**src/rtl/ahb3lite_gpio.sv**
```systemverilog
// AHB3-Lite GPIO slave: latched LED outputs, debounced button inputs, sticky rising-edge flags.
// Optional GPIO_IRQ_EN macro adds the IRQ_MASK register at 0x14 and the irq_o output.
module ahb3lite_gpio #(
  parameter int          g_haddr_size       = 32,
  parameter int          g_hdata_size       = 32,
  parameter int          g_width            = 8,
  parameter logic [15:0] g_debounce_default = 16'd9999,
  parameter logic [31:0] g_id               = 32'h6770_0001
) (
  input  logic                    hclk_i,
  input  logic                    rst_i,
  input  logic                    hsel_i,
  input  logic [g_haddr_size-1:0] haddr_i,
  input  logic [g_hdata_size-1:0] hwdata_i,
  output logic [g_hdata_size-1:0] hrdata_o,
  input  logic                    hwrite_i,
  input  logic [2:0]              hsize_i,
  input  logic [2:0]              hburst_i,
  input  logic [3:0]              hprot_i,
  input  logic [1:0]              htrans_i,
  input  logic                    hready_i,
  output logic                    hreadyout_o,
  output logic                    hresp_o,
  input  logic [g_width-1:0]      gpio_i,
  output logic [g_width-1:0]      gpio_o
`ifdef GPIO_IRQ_EN
  ,
  output logic                    irq_o
`endif
);

  typedef enum logic [1:0] {IDLE, ERR1, ERR2} state_t;

  state_t             state;
  logic               accept;
  logic               mapped;
  logic               legal;
  logic [2:0]         offset;
  logic               dp_valid;
  logic               dp_write;
  logic [2:0]         dp_offset;
  logic               wr;
  logic [g_width-1:0] out_reg;
  logic [g_width-1:0] in_reg;
  logic [g_width-1:0] edge_reg;
  logic [15:0]        debounce;
  logic [15:0]        cnt;
  logic               tick;
  logic [g_width-1:0] sync1;
  logic [g_width-1:0] s;
  logic [g_width-1:0] smp;
  logic [g_width-1:0] match;
  logic [g_width-1:0] edge_set;
  logic [g_width-1:0] edge_clr;
  logic               unused_bits;
`ifdef GPIO_IRQ_EN
  logic [g_width-1:0] irq_mask;
`endif

  assign unused_bits = ^{hburst_i, hprot_i, haddr_i, hwdata_i};

  assign accept = hsel_i & hready_i & htrans_i[1];
  assign offset = haddr_i[4:2];

  always_comb begin
    mapped = (offset <= 3'd4);
`ifdef GPIO_IRQ_EN
    if (offset == 3'd5) mapped = 1'b1;
`endif
  end

  assign legal = (hsize_i == 3'b010) && mapped;

  // Only legal transfers open a data phase; illegal ones are handled by the response FSM.
  always_ff @(posedge hclk_i or posedge rst_i) begin
    if (rst_i) begin
      dp_valid  <= 1'b0;
      dp_write  <= 1'b0;
      dp_offset <= 3'd0;
    end else begin
      dp_valid <= accept & legal;
      if (accept) begin
        dp_write  <= hwrite_i;
        dp_offset <= offset;
      end
    end
  end

  always_ff @(posedge hclk_i or posedge rst_i) begin
    if (rst_i) begin
      state       <= IDLE;
      hreadyout_o <= 1'b1;
      hresp_o     <= 1'b0;
    end else begin
      case (state)
        IDLE: begin
          if (accept && !legal) begin
            state       <= ERR1;
            hreadyout_o <= 1'b0;
            hresp_o     <= 1'b1;
          end
        end
        ERR1: begin
          state       <= ERR2;
          hreadyout_o <= 1'b1;
          hresp_o     <= 1'b1;
        end
        ERR2: begin
          if (accept && !legal) begin
            state       <= ERR1;
            hreadyout_o <= 1'b0;
            hresp_o     <= 1'b1;
          end else begin
            state       <= IDLE;
            hreadyout_o <= 1'b1;
            hresp_o     <= 1'b0;
          end
        end
        default: begin
          state       <= IDLE;
          hreadyout_o <= 1'b1;
          hresp_o     <= 1'b0;
        end
      endcase
    end
  end

  assign wr       = dp_valid & dp_write;
  assign tick     = (cnt == 16'd0);
  assign match    = ~(s ^ smp);
  assign edge_set = tick ? (match & s & ~in_reg) : '0;
  assign edge_clr = (wr && dp_offset == 3'd2) ? hwdata_i[g_width-1:0] : '0;

  always_ff @(posedge hclk_i or posedge rst_i) begin
    if (rst_i) begin
      out_reg  <= '0;
      debounce <= g_debounce_default;
      edge_reg <= '0;
    end else begin
      if (wr && dp_offset == 3'd0) out_reg <= hwdata_i[g_width-1:0];
      if (wr && dp_offset == 3'd3) debounce <= hwdata_i[15:0];
      // A new rising edge wins over a simultaneous write-one-to-clear.
      edge_reg <= (edge_reg & ~edge_clr) | edge_set;
    end
  end

  always_ff @(posedge hclk_i or posedge rst_i) begin
    if (rst_i) begin
      sync1  <= '0;
      s      <= '0;
      smp    <= '0;
      in_reg <= '0;
      cnt    <= g_debounce_default;
    end else begin
      sync1 <= gpio_i;
      s     <= sync1;
      if (wr && dp_offset == 3'd3) cnt <= hwdata_i[15:0];
      else if (tick)               cnt <= debounce;
      else                         cnt <= cnt - 16'd1;
      // A bit is accepted only when it matched at two consecutive ticks.
      if (tick) begin
        smp    <= s;
        in_reg <= (s & match) | (in_reg & ~match);
      end
    end
  end

`ifdef GPIO_IRQ_EN
  always_ff @(posedge hclk_i or posedge rst_i) begin
    if (rst_i) begin
      irq_mask <= '0;
      irq_o    <= 1'b0;
    end else begin
      if (wr && dp_offset == 3'd5) irq_mask <= hwdata_i[g_width-1:0];
      irq_o <= |(edge_reg & irq_mask);
    end
  end
`endif

  always_comb begin
    hrdata_o = '0;
    if (dp_valid && !dp_write) begin
      case (dp_offset)
        3'd0: hrdata_o[g_width-1:0] = out_reg;
        3'd1: hrdata_o[g_width-1:0] = in_reg;
        3'd2: hrdata_o[g_width-1:0] = edge_reg;
        3'd3: hrdata_o[15:0]        = debounce;
        3'd4: hrdata_o              = g_hdata_size'(g_id);
`ifdef GPIO_IRQ_EN
        3'd5: hrdata_o[g_width-1:0] = irq_mask;
`endif
        default: hrdata_o = '0;
      endcase
    end
  end

  assign gpio_o = out_reg;

endmodule

```
**config.mk**
```make
export PLATFORM = sky130hd
export DESIGN_NAME = ahb3lite_gpio
export DESIGN_NICKNAME = d
export VERILOG_FILES = /design/src/rtl/ahb3lite_gpio.sv
export SDC_FILE = /design/constraint.sdc
export NUM_CORES = 1
export LEC_CHECK = 0
export ABC_AREA = 1
export CAP_MARGIN = 15
export CORE_ASPECT_RATIO = 1.75
export CORE_UTILIZATION = 40
export CTS_BUF_LIST = sky130_fd_sc_hd__clkbuf_4
export DETAILED_ROUTE_END_ITERATION = 12
export DONT_BUFFER_PORTS = 1
export GPL_TIMING_DRIVEN = 1
export PLACE_DENSITY = 0.5
export SLEW_MARGIN = 20
export SYNTH_ARGS = -nofsm -noshare
export SYNTH_HDL_FRONTEND = slang
export SYNTH_SLANG_ARGS = --single-unit
```
**constraint.sdc**
```tcl
create_clock -name hclk_i -period 5.2 [get_ports hclk_i]
set_input_delay 0 -clock hclk_i [delete_from_list [all_inputs] [get_ports hclk_i]]
set_output_delay 0 -clock hclk_i [all_outputs]
set_load 0.01 [all_outputs]
```
==> impl_metrics.csv, run 1 <==
group,metric,value,unit
run_status,status,"complete, no violations",
critical_path,arrival,2.76,ns
sta,finalHoldWorstSlack,0.08443,ns
sta,min_period,2.414,ns
floorplanning,io_pins,131,
grt,grt_max_degree,52,
grt,grt.total_usage,20.29,%
clock_network,clock_latency,0.44,ns
synth,yosysTopAreaCell,"dfrtp_1",
synth,synth_compound_area_share,7.226,%
power,p_per_area,292.6,nW/um^2
grt,antenna_found_initial,1,
sta,post-route-period-util,46.42,%
grt,overflow,0,
finish,final_common_cell,"nand2_1",
sta,fmax,0.4143,GHz
synth,synthSimpleGateAreaFrac,30.32,%
sta,final_hold_viol_count,0,
critical_path,crit_family,"simple AND/OR/NAND/NOR gates",
synth,synth_fa_ha_area_share,2.769,%
critical_path,worst-path-max-fanout,24,
critical_path,crit_buf_inv,1,
detailed_routing,wl,10790,um
clock_network,cts_tree,"built",
finish,area_delta_synth_final,12.29,%
floorplanning,die-area,11740,sq um
power,power,1.485,mW
critical_path,cp-end-kind,"flop",
power,leakage,2.397,nW
detailed_routing,drt_iter0_drc,159,
sta,finalSetupViolations,0,
clock_network,htree_levels,3,
sta,rsz0062_at_grt,"false",
sta,slew_viol_final,0,
finish,stdcell_area,5075,sq um
synth,async_flop_share,100.0,%
floorplanning,coreArea,11040,sq um
power,switching_share,32.00,%
finish,final_nets,670,
power,internal-power,1.010,mW
sta,fin_setup_tns,0,ns
critical_path,timing.critical_path.mode_cell,"nand2_1",
detailed_routing,dr_total_vias,3560,
floorplanning,dieWidth,82.35,um
power,p_seq_share,55.3,%
sta,tightestPinTransition,0.7396,ns
clock_network,cts_buffer_depth,2,
power,ir_drop,0.1631,mV
placement,dpl.hpwl,7609,um
critical_path,startpoint_type,"flop",
detailed_routing,viasPerCell,5.021,
sta,skew,0.01552,ns
finish,drive_above_1_share,10.94,%
critical_path,crit_type,"flop to flop",
power,pwr-share-clk,26.8,%
flow_run,drv_cap,0,
power,power_frac_comb,17.9,%
synth,syn_area,4519,sq um
synth,yosys_warnings,0,
synth,synth_top_area_share,39.87,%
sta,slew_headroom,50.58,%
clock_network,cts_buffers,9,
synth,ys_types,33,
placement,gp_congestion,0.8571,
synth,synth.area.mux_share,0,%
finish,mostFrequentLayoutCells,"170 x nand2_1, 72 x dfrtp_1, 47 x inv_1",
placement,placed_area,4509,sq um
synth,ys_seq_area_share,49.75,%
synth,synth_xor_area_share,0.5814,%
synth,ys.flop_type,"dfrtp_1",
synth,ys_seq_elements,89,
detailed_routing,drc,0,
worst_hold_path,hp-class,"input pin to asynchronous set/reset pin",
grt,grt_pass1_vias,3543,
clock_network,clock_sinks,89,
floorplanning,initial_core_util,40.94,%
critical_path,crit_chain,"nand3_4 > nor2_8 > inv_2 > nand2_2 > nand2_1 > nand2_1 > nand2_1",
synth,synthCells,539,
detailed_routing,drt_pass1_iterations,5,
clock_network,root_buffer,"clkbuf_4",
placement,numPortBuffers,0,
finish,reg_top3,"cnt: 16 flops, debounce: 16 flops",
detailed_routing,final_antenna_net_count,0,
floorplanning,rows,51,
critical_path,slowest_stage,"dfrtp_1",
synth,synth_edf_count,0,
critical_path,worstPathRequired,5.54,ns
detailed_routing,wire_per_inst,15.22,um
synth,ys_top_cells_by_area,"dfrtp_1 40%, nand2_1 14%, dfstp_2 9.9%",
grt,grt_pass1_wl,17310,um
synth,synth_top_family_by_area,"simple AND/OR/NAND/NOR gates",
floorplanning,die_y,142.6,um
synth,synth.avg_cell_area,8.385,sq um
clock_network,path_clk_slew,0.14,ns
power,switching_power,0.4751,mW
critical_path,slowest_delay,0.83,ns
[power groups by stage]
stage               registers [mW]  logic, mW  clock network, mW
CTS                          0.822      0.267              0.418
global placement             0.834      0.232                  0
floorplan                    0.812      0.204                  0
global route                 0.829      0.311              0.441
finish                       0.821      0.265              0.398
detailed placement           0.835      0.237                  0
[cell type report]
| class | count | area [sq um] |
|---|---|---|
| multi-input combinational | 376 | 1884 |
| fill | 1110 | 5964 |
| clock inverter | 6 | 67.56 |
| tap | 132 | 165.2 |
| inverter | 51 | 192.7 |
| timing repair buffer | 44 | 439.2 |
| antenna | 1 | 2.502 |
| clock buffer | 10 | 75.07 |
| sequential | 89 | 2248 |
[metal layers]
layer  vias to the layer above  GRT usage (%)  part of all wire, %
met5                         -              0                    0
met4                         0          8.772                  2.6
met3                        16          4.920                  4.1
met2                        77          37.67                   56
met1                      1685          20.62                   37
li1                       1782              -                    -
[synth_stat cells (all sizes together) (2+ instances only)]
cell / count
a21oi: 6
a31oi: 6
a41oi: 2
buf: 28
clkbuf: 2
dfrtp: 72
dfstp: 17
ha: 10
inv: 51
nand2: 179
nand3: 40
nand4: 14
nor2: 47
nor3: 3
nor3b: 8
o21ai: 47
xor2: 2
[cell families (layout without fill, tap and decap cells)]
logic type,after synthesis,after routing
flops,89,89
xor+xnor,3,3
other cells,1,9
buf+inv,81,111
compound gates,62,62
fa+ha+maj,10,10
simple gates,293,293
[stage by stage]
stage                     worst slack (ns)  cells  util, %
final                                2.786    709    45.97
after global routing                 2.588    709    45.97
after detailed placement             2.756    650    40.85
after floorplan                      2.921    546        -
after global placement               2.780    650    40.85
after CTS                            2.734    708    45.95
[what timing repair did]
action | in CTS | in global routing
endpoints found under the setup margin | 0 | 0
endpoints found under the hold margin | 102 | 0
hold buffers | 42 | 0
gates resized for setup | 0 | 0
setup buffers | 0 | 0
[path summary, 6_finish.rpt]
check                                            end                     start  cells past startpoint  slack [ns]
worst max-delay path               cnt[12]$_DFF_PP0_  dp_offset[1]$_DFFE_PP0P_                      7        2.79
worst min-delay path            state[0]$_DFFE_PP0P_                     rst_i                      2        0.08
worst max register to register     cnt[12]$_DFF_PP0_  dp_offset[1]$_DFFE_PP0P_                      7        2.79
worst min register to register        s[7]$_DFF_PP0_        sync1[7]$_DFF_PP0_                      0        0.36
max in group asynchronous         smp[6]$_DFFE_PP0P_                     rst_i                      3        4.03
min in group hclk_i               sync1[3]$_DFF_PP0_                 gpio_i[3]                      1        0.10
[worst register-to-register path, delay by kind of cell (launching register included)]
kind / cells / cell delay (ns)
buffers and inverters: 1 / 0.27
DFF: 1 / 0.83
and+or+nand+nor: 6 / 1.22
No activity file was read; power rests on OpenSTA's default activity.
==> inputs of run 2 (changes only) <==
clock period = 2.4 ns   (was 5.2 ns; I/O delays follow)
==> impl_metrics.csv, run 2 (synthesized netlist as in run 1, its figures left out) <==
group,metric,value,unit
sta,post-route-period-util,95.58,%
floorplanning,die_y,142.6,um
critical_path,crit_chain,"dlygate4sd3_1 > nand3_1 > dlygate4sd3_1 > inv_1 > nand2_1 > dlygate4sd3_1 > nand2_1 > dlygate4sd3_1",
clock_network,cts_buffers,9,
grt,grt_pass1_wl,17880,um
grt,grt_max_degree,56,
power,power,3.451,mW
detailed_routing,viasPerCell,5.015,
detailed_routing,dr_total_vias,3591,
power,pwr-share-clk,31.6,%
floorplanning,die-area,11740,sq um
floorplanning,coreArea,11040,sq um
flow_run,drv_cap,0,
clock_network,path_clk_slew,0.15,ns
sta,fmax,0.4359,GHz
placement,gp_congestion,0.8672,
sta,fin_setup_tns,0,ns
critical_path,slowest_stage,"dlygate4sd3_1",
clock_network,clock_latency,0.45,ns
clock_network,htree_levels,3,
clock_network,cts_buffer_depth,2,
critical_path,slowest_delay,0.59,ns
placement,dpl.hpwl,7842,um
finish,final_nets,677,
critical_path,timing.critical_path.mode_cell,"dlygate4sd3_1",
grt,overflow,0,
critical_path,worstPathRequired,2.80,ns
critical_path,worst-path-max-fanout,8,
critical_path,arrival,2.69,ns
sta,tightestPinTransition,0.7662,ns
sta,skew,0.01774,ns
sta,slew_viol_final,0,
detailed_routing,drc,0,
finish,reg_top3,"cnt: 16 flops, debounce: 16 flops",
power,leakage,2.461,nW
sta,finalSetupViolations,0,
grt,antenna_found_initial,1,
power,ir_drop,0.3949,mV
detailed_routing,wl,11090,um
power,power_frac_comb,17.2,%
grt,grt_pass1_vias,3687,
grt,grt.total_usage,20.86,%
finish,drive_above_1_share,12.01,%
floorplanning,rows,51,
power,switching_share,30.23,%
finish,final_common_cell,"nand2_1",
sta,final_hold_viol_count,0,
power,p_seq_share,51.2,%
detailed_routing,drt_iter0_drc,156,
sta,slew_headroom,48.79,%
detailed_routing,final_antenna_net_count,0,
finish,fillers,1102,
clock_network,root_buffer,"clkbuf_4",
critical_path,crit_type,"input pin to flop",
critical_path,startpoint_type,"input pin",
clock_network,clock_sinks,89,
floorplanning,dieWidth,82.35,um
sta,rsz0062_at_grt,"false",
power,internal-power,2.408,mW
power,switching_power,1.043,mW
clock_network,post_cts_buffers,0,
detailed_routing,drt_pass1_iterations,4,
power,p_per_area,665.2,nW/um^2
placement,numPortBuffers,0,
worst_hold_path,hp-class,"input pin to asynchronous set/reset pin",
finish,mostFrequentLayoutCells,"170 x nand2_1, 72 x dfrtp_1, 47 x inv_1",
sta,setup_slack,0.1060,ns
finish,area_delta_synth_final,14.78,%
sta,min_period,2.294,ns
run_status,status,"complete, no violations",
floorplanning,io_pins,131,
floorplanning,initial_core_util,40.94,%
clock_network,cts_tree,"built",
detailed_routing,wire_per_inst,15.48,um
critical_path,cp-end-kind,"flop",
placement,dp_slack,0.6030,ns
[run 2: stage by stage]
step / hold slack, ns / instance area (sq um) / instances / util (%)
floorplan: 0.03143 / 4546 / 546 / -
global placement: -0.02562 / 4574 / 657 / 41.44
detailed placement: -0.01173 / 4574 / 657 / 41.44
CTS: 0.04135 / 5185 / 715 / 46.97
global route: 0.05655 / 5187 / 716 / 46.99
finish: 0.04925 / 5187 / 716 / 46.99
[run 2: metal layers]
metal  GRT usage (%)  share of wire (%)  vias to the layer above  routed length, um
met2           37.84                 55                       67               6084
met1           21.23                 37                     1706               4155
met4           11.82                4.2                        0                461
met5               0                  0                        -                  0
met3           4.409                3.5                       29                384
li1                -                  -                     1789                  -
[run 2: path summary, 6_finish.rpt]
check                      slack (ns)                      from  cells past startpoint                       end
min reg2reg                      0.36        sync1[7]$_DFF_PP0_                      0            s[7]$_DFF_PP0_
max reg2reg                      0.56  dp_offset[0]$_DFFE_PP0P_                      4     edge_reg[7]$_DFF_PP0_
max in group asynchronous        1.60                     rst_i                      3          cnt[8]$_DFF_PP1_
min in group hclk_i              0.09                 gpio_i[0]                      1        sync1[0]$_DFF_PP0_
min                              0.05                     rst_i                      2        smp[0]$_DFFE_PP0P_
max                              0.11                  hready_i                      8  dp_offset[1]$_DFFE_PP0P_
[run 2: repair_timing]
item | CTS | global route
endpoints found under the hold margin | 144 | 0
hold buffers | 42 | 0
gates resized for setup | 0 | 0
[run 2: power groups by stage]
stage                     sequential, mW  combinational (mW)  clock (mW)
final                               1.77               0.594        1.09
after global routing                1.78               0.682        1.18
after CTS                           1.77               0.599        1.13
after detailed placement            1.80               0.532           0
after global placement              1.80               0.522           0
after floorplan                     1.76               0.443           0
[run 2: area by class of cell]
cell class	count	area, sq um	area share [%]
multi-input cells	376	1884	36.32
flip-flops and latches	89	2248	43.34
diodes	1	2.502	0.04824
clock inverters	6	115.1	2.219
clock buffers	10	75.07	1.447
repair buffers	51	504.2	9.720
inverters	51	192.7	3.714
well taps	132	165.2	3.184
[run 2: critical path: cells and delay by family]
kind	cells	cell delay [ns]
AND/OR/NAND/NOR	3	0.27
buffers and inverters	5	2.42
